## config.mk

```make
export PLATFORM = sky130hd
export DESIGN_NAME = mac_stream_unit_flat
export DESIGN_NICKNAME = d
export VERILOG_FILES = /design/src/rtl/mac_stream_unit_if.sv /design/src/rtl/mac_stream_unit.sv /design/src/flat_wrapper.sv
export SDC_FILE = /design/constraint.sdc
export NUM_CORES = 1
export LEC_CHECK = 0
export CAP_MARGIN = 30
export CORE_UTILIZATION = 55
export DETAILED_ROUTE_END_ITERATION = 6
export GPL_TIMING_DRIVEN = 0
export PLACE_DENSITY = 0.73
export SLEW_MARGIN = 30
export SYNTH_ARGS = -nofsm -noshare
export SYNTH_HDL_FRONTEND = slang
export SYNTH_SLANG_ARGS = --single-unit
```

## constraint.sdc

```tcl
create_clock -name clock -period 13.31 [get_ports clock]
set_clock_uncertainty 0.1 [all_clocks]
set_input_delay 1.331 -clock clock [delete_from_list [all_inputs] [get_ports clock]]
set_output_delay 1.331 -clock clock [all_outputs]
set_load 0.02 [all_outputs]
```

## src/rtl/mac_stream_unit_if.sv

```systemverilog
// Port bundle for mac_stream_unit: the activation FIFO read port and the
// dot-product result port. master = the MAC unit, slave = its environment.
interface mac_stream_unit_if #(
    parameter int DATA_W = 16,
    parameter int ACC_W  = 40
);
    // Result handshake: a transfer happens on a rising clock edge where
    // res_valid && res_ready; once raised, res_valid and res_data hold until then.
    logic              fifo_empty;
    logic              fifo_rd;
    logic [DATA_W-1:0] fifo_dout;
    logic [ACC_W-1:0]  res_data;
    logic              res_valid;
    logic              res_ready;

    modport master (
        input  fifo_empty, fifo_dout, res_ready,
        output fifo_rd, res_data, res_valid
    );

    modport slave (
        output fifo_empty, fifo_dout, res_ready,
        input  fifo_rd, res_data, res_valid
    );
endinterface

```

## src/rtl/mac_stream_unit.sv

```systemverilog
// Streaming dot-product unit: pops VEC_LEN signed activations from a FIFO,
// multiplies each by a locally stored weight and presents the sum.
module mac_stream_unit #(
    parameter int DATA_W  = 16,
    parameter int VEC_LEN = 8,
    parameter int ACC_W   = 40,
    localparam int AW     = $clog2(VEC_LEN)
) (
    input  logic              clock,
    input  logic              reset,
    input  logic              start,
    input  logic              w_we,
    input  logic [AW-1:0]     w_addr,
    input  logic [DATA_W-1:0] w_data,
    mac_stream_unit_if.master bus,
    output logic              busy,
    output logic [1:0]        dbg_state
);

    typedef enum logic [1:0] {
        IDLE    = 2'd0,
        FETCH   = 2'd1,
        CAPTURE = 2'd2,
        DONE    = 2'd3
    } state_t;

    state_t                    state_q, state_d;
    logic [AW-1:0]             idx_q, idx_d;
    logic [ACC_W-1:0]          acc_q, acc_d;
    logic [ACC_W-1:0]          res_data_q, res_data_d;
    logic                      res_valid_q, res_valid_d;
    logic signed [DATA_W-1:0]  weight_q [VEC_LEN];
    logic signed [DATA_W-1:0]  weight_d [VEC_LEN];

    logic signed [DATA_W-1:0]   act;
    logic signed [DATA_W-1:0]   wt;
    logic signed [2*DATA_W-1:0] prod;
    logic [ACC_W-1:0]           prod_ext;
    logic [ACC_W-1:0]           sum;

    // fifo_dout is only meaningful in CAPTURE, one cycle after the pop.
    always_comb begin
        act      = $signed(bus.fifo_dout);
        wt       = weight_q[idx_q];
        prod     = act * wt;
        prod_ext = {{(ACC_W-2*DATA_W){prod[2*DATA_W-1]}}, prod};
        sum      = acc_q + prod_ext;
    end

    always_comb begin
        state_d     = state_q;
        idx_d       = idx_q;
        acc_d       = acc_q;
        res_data_d  = res_data_q;
        res_valid_d = res_valid_q;
        weight_d    = weight_q;

        case (state_q)
            IDLE: begin
                // A write coinciding with start lands before the first capture.
                if (w_we) weight_d[w_addr] = w_data;
                if (start) begin
                    acc_d   = '0;
                    idx_d   = '0;
                    state_d = FETCH;
                end
            end
            FETCH: begin
                if (!bus.fifo_empty) state_d = CAPTURE;
            end
            CAPTURE: begin
                acc_d = sum;
                if (idx_q == AW'(VEC_LEN-1)) begin
                    res_data_d  = sum;
                    res_valid_d = 1'b1;
                    state_d     = DONE;
                end else begin
                    idx_d   = idx_q + 1'b1;
                    state_d = FETCH;
                end
            end
            DONE: begin
                if (bus.res_ready) begin
                    res_valid_d = 1'b0;
                    state_d     = IDLE;
                end
            end
            default: state_d = IDLE;
        endcase
    end

    always_ff @(posedge clock) begin
        if (reset) begin
            state_q     <= IDLE;
            idx_q       <= '0;
            acc_q       <= '0;
            res_data_q  <= '0;
            res_valid_q <= 1'b0;
            for (int i = 0; i < VEC_LEN; i++) weight_q[i] <= '0;
        end else begin
            state_q     <= state_d;
            idx_q       <= idx_d;
            acc_q       <= acc_d;
            res_data_q  <= res_data_d;
            res_valid_q <= res_valid_d;
            weight_q    <= weight_d;
        end
    end

    assign bus.fifo_rd   = (state_q == FETCH) && !bus.fifo_empty;
    assign bus.res_data  = res_data_q;
    assign bus.res_valid = res_valid_q;
    assign busy          = (state_q != IDLE);
    assign dbg_state     = state_q;

endmodule

```

## src/flat_wrapper.sv

```systemverilog
// flat-port wrapper written by rule: the top's interface ports become plain ports
module mac_stream_unit_flat 
#(
    parameter int DATA_W  = 16,
    parameter int VEC_LEN = 8,
    parameter int ACC_W   = 40,
    localparam int AW     = $clog2(VEC_LEN)
)
  (clock, reset, start, w_we, w_addr, w_data, busy, dbg_state, bus_fifo_empty, bus_fifo_dout, bus_res_ready, bus_fifo_rd, bus_res_data, bus_res_valid);
  mac_stream_unit_if #(.DATA_W(DATA_W), .ACC_W(ACC_W)) bus_i ();
  input  logic clock;
  input  logic reset;
  input  logic start;
  input  logic w_we;
  input  logic [AW-1:0] w_addr;
  input  logic [DATA_W-1:0] w_data;
  output logic busy;
  output logic [1:0] dbg_state;
  input wire logic [$bits(bus_i.fifo_empty)-1:0] bus_fifo_empty;
  input wire logic [$bits(bus_i.fifo_dout)-1:0] bus_fifo_dout;
  input wire logic [$bits(bus_i.res_ready)-1:0] bus_res_ready;
  output wire logic [$bits(bus_i.fifo_rd)-1:0] bus_fifo_rd;
  output wire logic [$bits(bus_i.res_data)-1:0] bus_res_data;
  output wire logic [$bits(bus_i.res_valid)-1:0] bus_res_valid;
  assign bus_i.fifo_empty = bus_fifo_empty;
  assign bus_i.fifo_dout = bus_fifo_dout;
  assign bus_i.res_ready = bus_res_ready;
  assign bus_fifo_rd = bus_i.fifo_rd;
  assign bus_res_data = bus_i.res_data;
  assign bus_res_valid = bus_i.res_valid;
  mac_stream_unit #(.DATA_W(DATA_W), .VEC_LEN(VEC_LEN), .ACC_W(ACC_W)) u_core (.clock(clock), .reset(reset), .start(start), .w_we(w_we), .w_addr(w_addr), .w_data(w_data), .bus(bus_i), .busy(busy), .dbg_state(dbg_state));
endmodule
```

Word-level counts from Yosys, hierarchy flattened
Index checks and enable logic that the tools add are counted.
{ "classes": {"n_eq_ne": 9, "addsub": 2, "bitwise_logic": 2, "mux": 19, "magnitude_cmp": 3, "mul": 1, "n_reduce_logical": 13} }
{ "ops": {"columns": ["operator", "n"], "rows": [
  ["128-bit bitwise mux", 1],
  ["40-bit one-hot mux with 2 select lines", 1],
  ["16-bit binary-select mux with 3-bit select", 1],
  ["16-bit demux with 3-bit select", 1],
  ["16-bit two-way mux", 3],
  ["40-bit adder", 1],
  ["40-bit two-way mux", 1],
  ["16-bit by 16-bit multiplier with 32-bit output", 1],
  ["3-bit AND reduction", 3],
  ["4-bit greater-or-equal comparator, second input constant", 2],
  ["2-bit two-way mux", 4],
  ["2-bit inequality test, second input constant", 4],
  ["3-bit NOT with 4-bit output", 2],
  ["2-bit one-hot mux with 4 select lines", 1],
  ["3-bit two-way mux", 2],
  ["3-bit one-hot mux with 2 select lines", 1],
  ["2-bit AND reduction", 3],
  ["2-bit nonzero test", 3],
  ["2-bit equality test, second input constant", 2],
  ["4-bit by 1-bit less-than comparator with 1-bit output, second input constant", 1],
  ["3-bit by 1-bit adder with 3-bit output, second input constant", 1],
  ["3-bit equality test, second input constant", 1],
  ["2-bit by 1-bit equality test with 1-bit output, second input constant", 1],
  ["1-bit logical AND", 2],
  ["5 further kinds", 6]
]} }
{ "word_totals": {"reg_bits": 214, "word_cells": 62} }

Longest topological paths before layout
{ "logic_depth": {"ltp_word": 7, "depth_mapped": 42} }

Worst setup path after synthesis
OpenSTA, ideal clock, no wires.
{ "synth_timing": {"path_kind": "flip-flop to flip-flop", "start": "register u_core.idx_q[1]", "end": "register u_core.acc_q[39]", "path_buffers": 4, "period_less_slack_ns": 9.502, "arrival_ns": 9.285, "path_stages_with_launch": 40, "required_ns": 13.093, "setup_time_ns": 0.117, "path_slack_ns": 3.808, "cell_sequence": "dfxtp_1 -> clkbuf_1 -> buf_2 -> buf_2 -> mux4_2 -> mux2_2 -> clkbuf_1 -> and2_1 -> fa_1 -> inv_1 -> fa_1 -> fa_1 -> inv_1 -> fa_1 -> fa_1 -> inv_1 -> fa_1 -> inv_1 -> [4 not listed] -> o21ai_2 -> and3_4 -> o311a_1 -> o21a_1 -> o21a_1 -> o21a_1 -> nor2_2 -> xnor2_1 -> ha_1 -> a21o_1 -> a21o_1 -> a21o_1 -> a21oi_1 -> nand2_1 -> o21a_1 -> a211oi_1 -> nand3_1 -> a32o_1"} }
{ "synth_via": {"elab_chain_cells": 7} }
{ "synth_rtl": {"columns": ["element", "line_no", "rtl"], "rows": [
  ["start: declaration", "mac_stream_unit.sv:28", "logic [AW-1:0] idx_q, idx_d;"],
  ["start signal: assignment", "mac_stream_unit.sv:102", "idx_q <= idx_d;"],
  ["3-bit NOT with 4-bit output (implied by the code)", "mac_stream_unit.sv:44", "wt = weight_q[idx_q];"],
  ["16-bit binary-select mux with 3-bit select", "mac_stream_unit.sv:44", null],
  ["16-bit two-way mux (implied by the code) (2 in a row)", "mac_stream_unit.sv:44", null],
  ["16-bit by 16-bit multiplier with 32-bit output", "mac_stream_unit.sv:45", "prod = act * wt;"],
  ["40-bit adder", "mac_stream_unit.sv:47", "sum = acc_q + prod_ext;"],
  ["40-bit one-hot mux with 2 select lines", "mac_stream_unit.sv:58", "case (state_q)"],
  ["end signal: assignment", "mac_stream_unit.sv:96", "acc_q <= '0;"],
  ["end signal: assignment", "mac_stream_unit.sv:103", "acc_q <= acc_d;"],
  ["end: declaration", "mac_stream_unit.sv:29", "logic [ACC_W-1:0] acc_q, acc_d;"]
]} }
No other way between the ends. The select of a mux whose other input is x is not followed.
A chain may end at the register's enable or synchronous reset.

Worst setup path after layout
Ends and elaborated chain as after synthesis.

==> results.toml <==
[worst_setup_path]
worst_ep_required_time_ns = 13.62
r2r_setup_slack_ns = 2.06
cp_max_fo = 10
cp_slowest_stage_delay_ns = 0.73
critical-path-slowest-cell = "mux2i_2"
end_kind = "flop"
critPathKind = "flop to flop"
worstPathArrival_ns = 11.56
cpMostUsedCell = "fa_1"
critPathTopFamily = "adder cells"
worst-path-buf-inv = 7
critPathLaunchType = "flop"

[synth]
synthArstFlopShare_pct = 0
synth.ff_latch_count = 214
syn_area_per_cell_sq_um = 8.776
yosysWarnings = 0
synth_area_sq_um = 20270
synth-edff-count = 0
ys_seq_area_share_pct = 21.13
synth_cells = 2310
syn_nets = 2741
yosysUniqueCellTypes = 66
ys.flop_type = "dfxtp_1"

[placement]
io_buffer_count = 68
hpwl_um = 43800
post-place-ws_ns = 2.151
gp_congestion = 0.9688

[timing]
worst_pin_slew_ns = 1.035
fmax_mhz = 88.87
slew_headroom_pct = 29.03
fin_crit_ns = 11.25
rsz0062_at_grt = "false"
fin_ws_ns = 2.057
setup_viol = 0
tns_ns = 0
drv_slew = 0
finalHoldViolations = 0
post-route-period-util_pct = 84.54

[clock_network]
cts_tree = "done"
cts_setup_buffers = 0
clk_pin_slew_ns = 0.06
holdBufCountCts = 0
cts_resized = 0
cts_buffers = 23
clk_latency_ns = 0.53
clock-root-buffer = "clkbuf_16"
cts_buffer_depth = 3
cts.sinks = 214
htreeDepth = 1

[power_and_ir_drop]
ir_drop_mv = 0.1205
powerDensity_nw_per_um2 = 72.62
power_leakage_uw = 0.01012

[global_routing]
grtUsageMet1_pct = 41.38
grt_overflow = 0
grt_pass1_vias = 17210
grt_max_degree = 14
grt_pass1_wl_um = 90760
grt_util_all_layers_pct = 30.48
grt_use_met2_pct = 51.08
use_met3_pct = 3.218
antenna_found_initial = 1
top_usage_layer = "met2"

[floorplanning]
die_w_um = 194.0
rows = 69
coreArea_sq_um = 35910
die_h_um = 194.0
die_area_sq_um = 37630
ios = 86
initial_core_util_pct = 56.45

[drt]
drt_iter0_drc = 1373
via_count = 16510
drt_pass1_iterations = 7
drtAntennaViolNets = 0
post_drt_wl_per_cell_um = 19.34
drt-total-wl_um = 55690
drc = 0
vias_per_cell = 5.734

[finish]
postLayoutCoreUtil_pct = 62.06
layout_common_cells = "nand2_1, inv_1, fa_1, dfxtp_1, a21oi_1"
drive_above_1_share_pct = 4.677
layout_commonest_cell = "nand2_1"
nets = 2834
syn2layout_area_growth_pct = 9.955

[outcome]
status = "finished, final reports clean"

[min_path]
min_path_type = "flop to flop"

[flow_run]
cap_violations = 0
[worst min-delay path: cells and delay by family (launching register included)]
| family | cells | cell delay, ns |
|---|---|---|
| flops | 1 | 0.31 |
| simple gates | 1 | 0.05 |
| compound gates | 1 | 0.05 |
[synth_stat cells (17+ instances only)]
| cell | number | area share (%) |
|---|---|---|
| o21ai_0 | 28 | 0.69 |
| nor2b_1 | 93 | 2.9 |
| nand2_1 | 416 | 7.7 |
| xor2_1 | 19 | 0.82 |
| a21o_1 | 23 | 0.85 |
| inv_1 | 306 | 5.7 |
| a21oi_1 | 199 | 4.9 |
| xnor2_1 | 49 | 2.1 |
| nor2_1 | 125 | 2.3 |
| fa_1 | 263 | 26 |
| clkbuf_1 | 112 | 2.1 |
| dfxtp_1 | 214 | 21 |
| a22oi_1 | 27 | 1.0 |
| nand3_1 | 17 | 0.42 |
| and2_1 | 50 | 1.5 |
| mux4_2 | 32 | 3.6 |
| nand2b_1 | 27 | 0.83 |
| mux2i_1 | 41 | 2.0 |
| ha_1 | 127 | 7.8 |
[per-layer routing]
layer	wire length (um)	part of all wire, %
met5	0	0
met3	3814	6.8
met2	26720	48
met1	23560	42
met4	1592	2.9
[path summary, 6_finish.rpt]
check                                    startpoint                                 to  depth (start not counted)
setup / recovery       u_core.idx_q[1]$_SDFFE_PP0P_      u_core.acc_q[39]$_SDFFE_PP0P_                         38
setup reg to reg       u_core.idx_q[1]$_SDFFE_PP0P_      u_core.acc_q[39]$_SDFFE_PP0P_                         38
hold / removal    u_core.weight_q[100]$_SDFFE_PP0P_  u_core.weight_q[100]$_SDFFE_PP0P_                          2
hold reg to reg   u_core.weight_q[100]$_SDFFE_PP0P_  u_core.weight_q[100]$_SDFFE_PP0P_                          2
[final cells by class]
type                    instances  area [sq um]
fillers                      3097         13620
repair buffers                 68         680.7
clock inverters                 7         92.59
plain buffers                 120         456.7
diodes                          2         5.005
clock buffers                  31         645.6
well taps                     461         576.8
inverters                     306          1149
multi-input cells            1670         14400
flip-flops and latches        214          4284
[where the power goes]
group          internal (uW)  leakage (uW)  total (uW)  switching (uW)
Clock                    377      0.000366         640             263
Combinational            115       0.00803         325             210
Sequential               649       0.00173         654            4.72
[cell families (layout without fill, tap and decap cells)]
logic type	count (synthesis)	after routing	share of synthesized area [%]
AO/OA/AOI/OAI	362	362	11.10
buffers and inverters	426	532	7.919
AND/OR/NAND/NOR	767	767	16.97
XOR/XNOR	68	68	2.938
adder cells (fa/ha/maj)	390	390	33.81
flip-flops	214	214	21.13
other	0	2	0
multiplexers	83	83	6.135
[flip-flops by register name, summed over array words and instances, names as in the netlist]
name / flops
u_core.bus.res_data: 40
u_core.weight_q: 128
u_core.idx_q: 3
u_core.bus.res_valid: 1
u_core.dbg_state: 2
u_core.acc_q: 40
[metrics by stage]
stage | total power, uW | area, sq um | std cells | hold slack [ns]
2_1_floorplan | 885.2 | 20270 | 2310 | 0.3318
3_3_place_gp | 979.0 | 21530 | 2839 | 0.3386
3_5_place_dp | 985.3 | 21540 | 2839 | 0.3451
4_1_cts | 1618 | 22280 | 2877 | 0.3533
5_1_grt | 1680 | 22290 | 2877 | 0.3684
6_report | 1619 | 22290 | 2879 | 0.3534
Power figures use the tool's default switching activity.
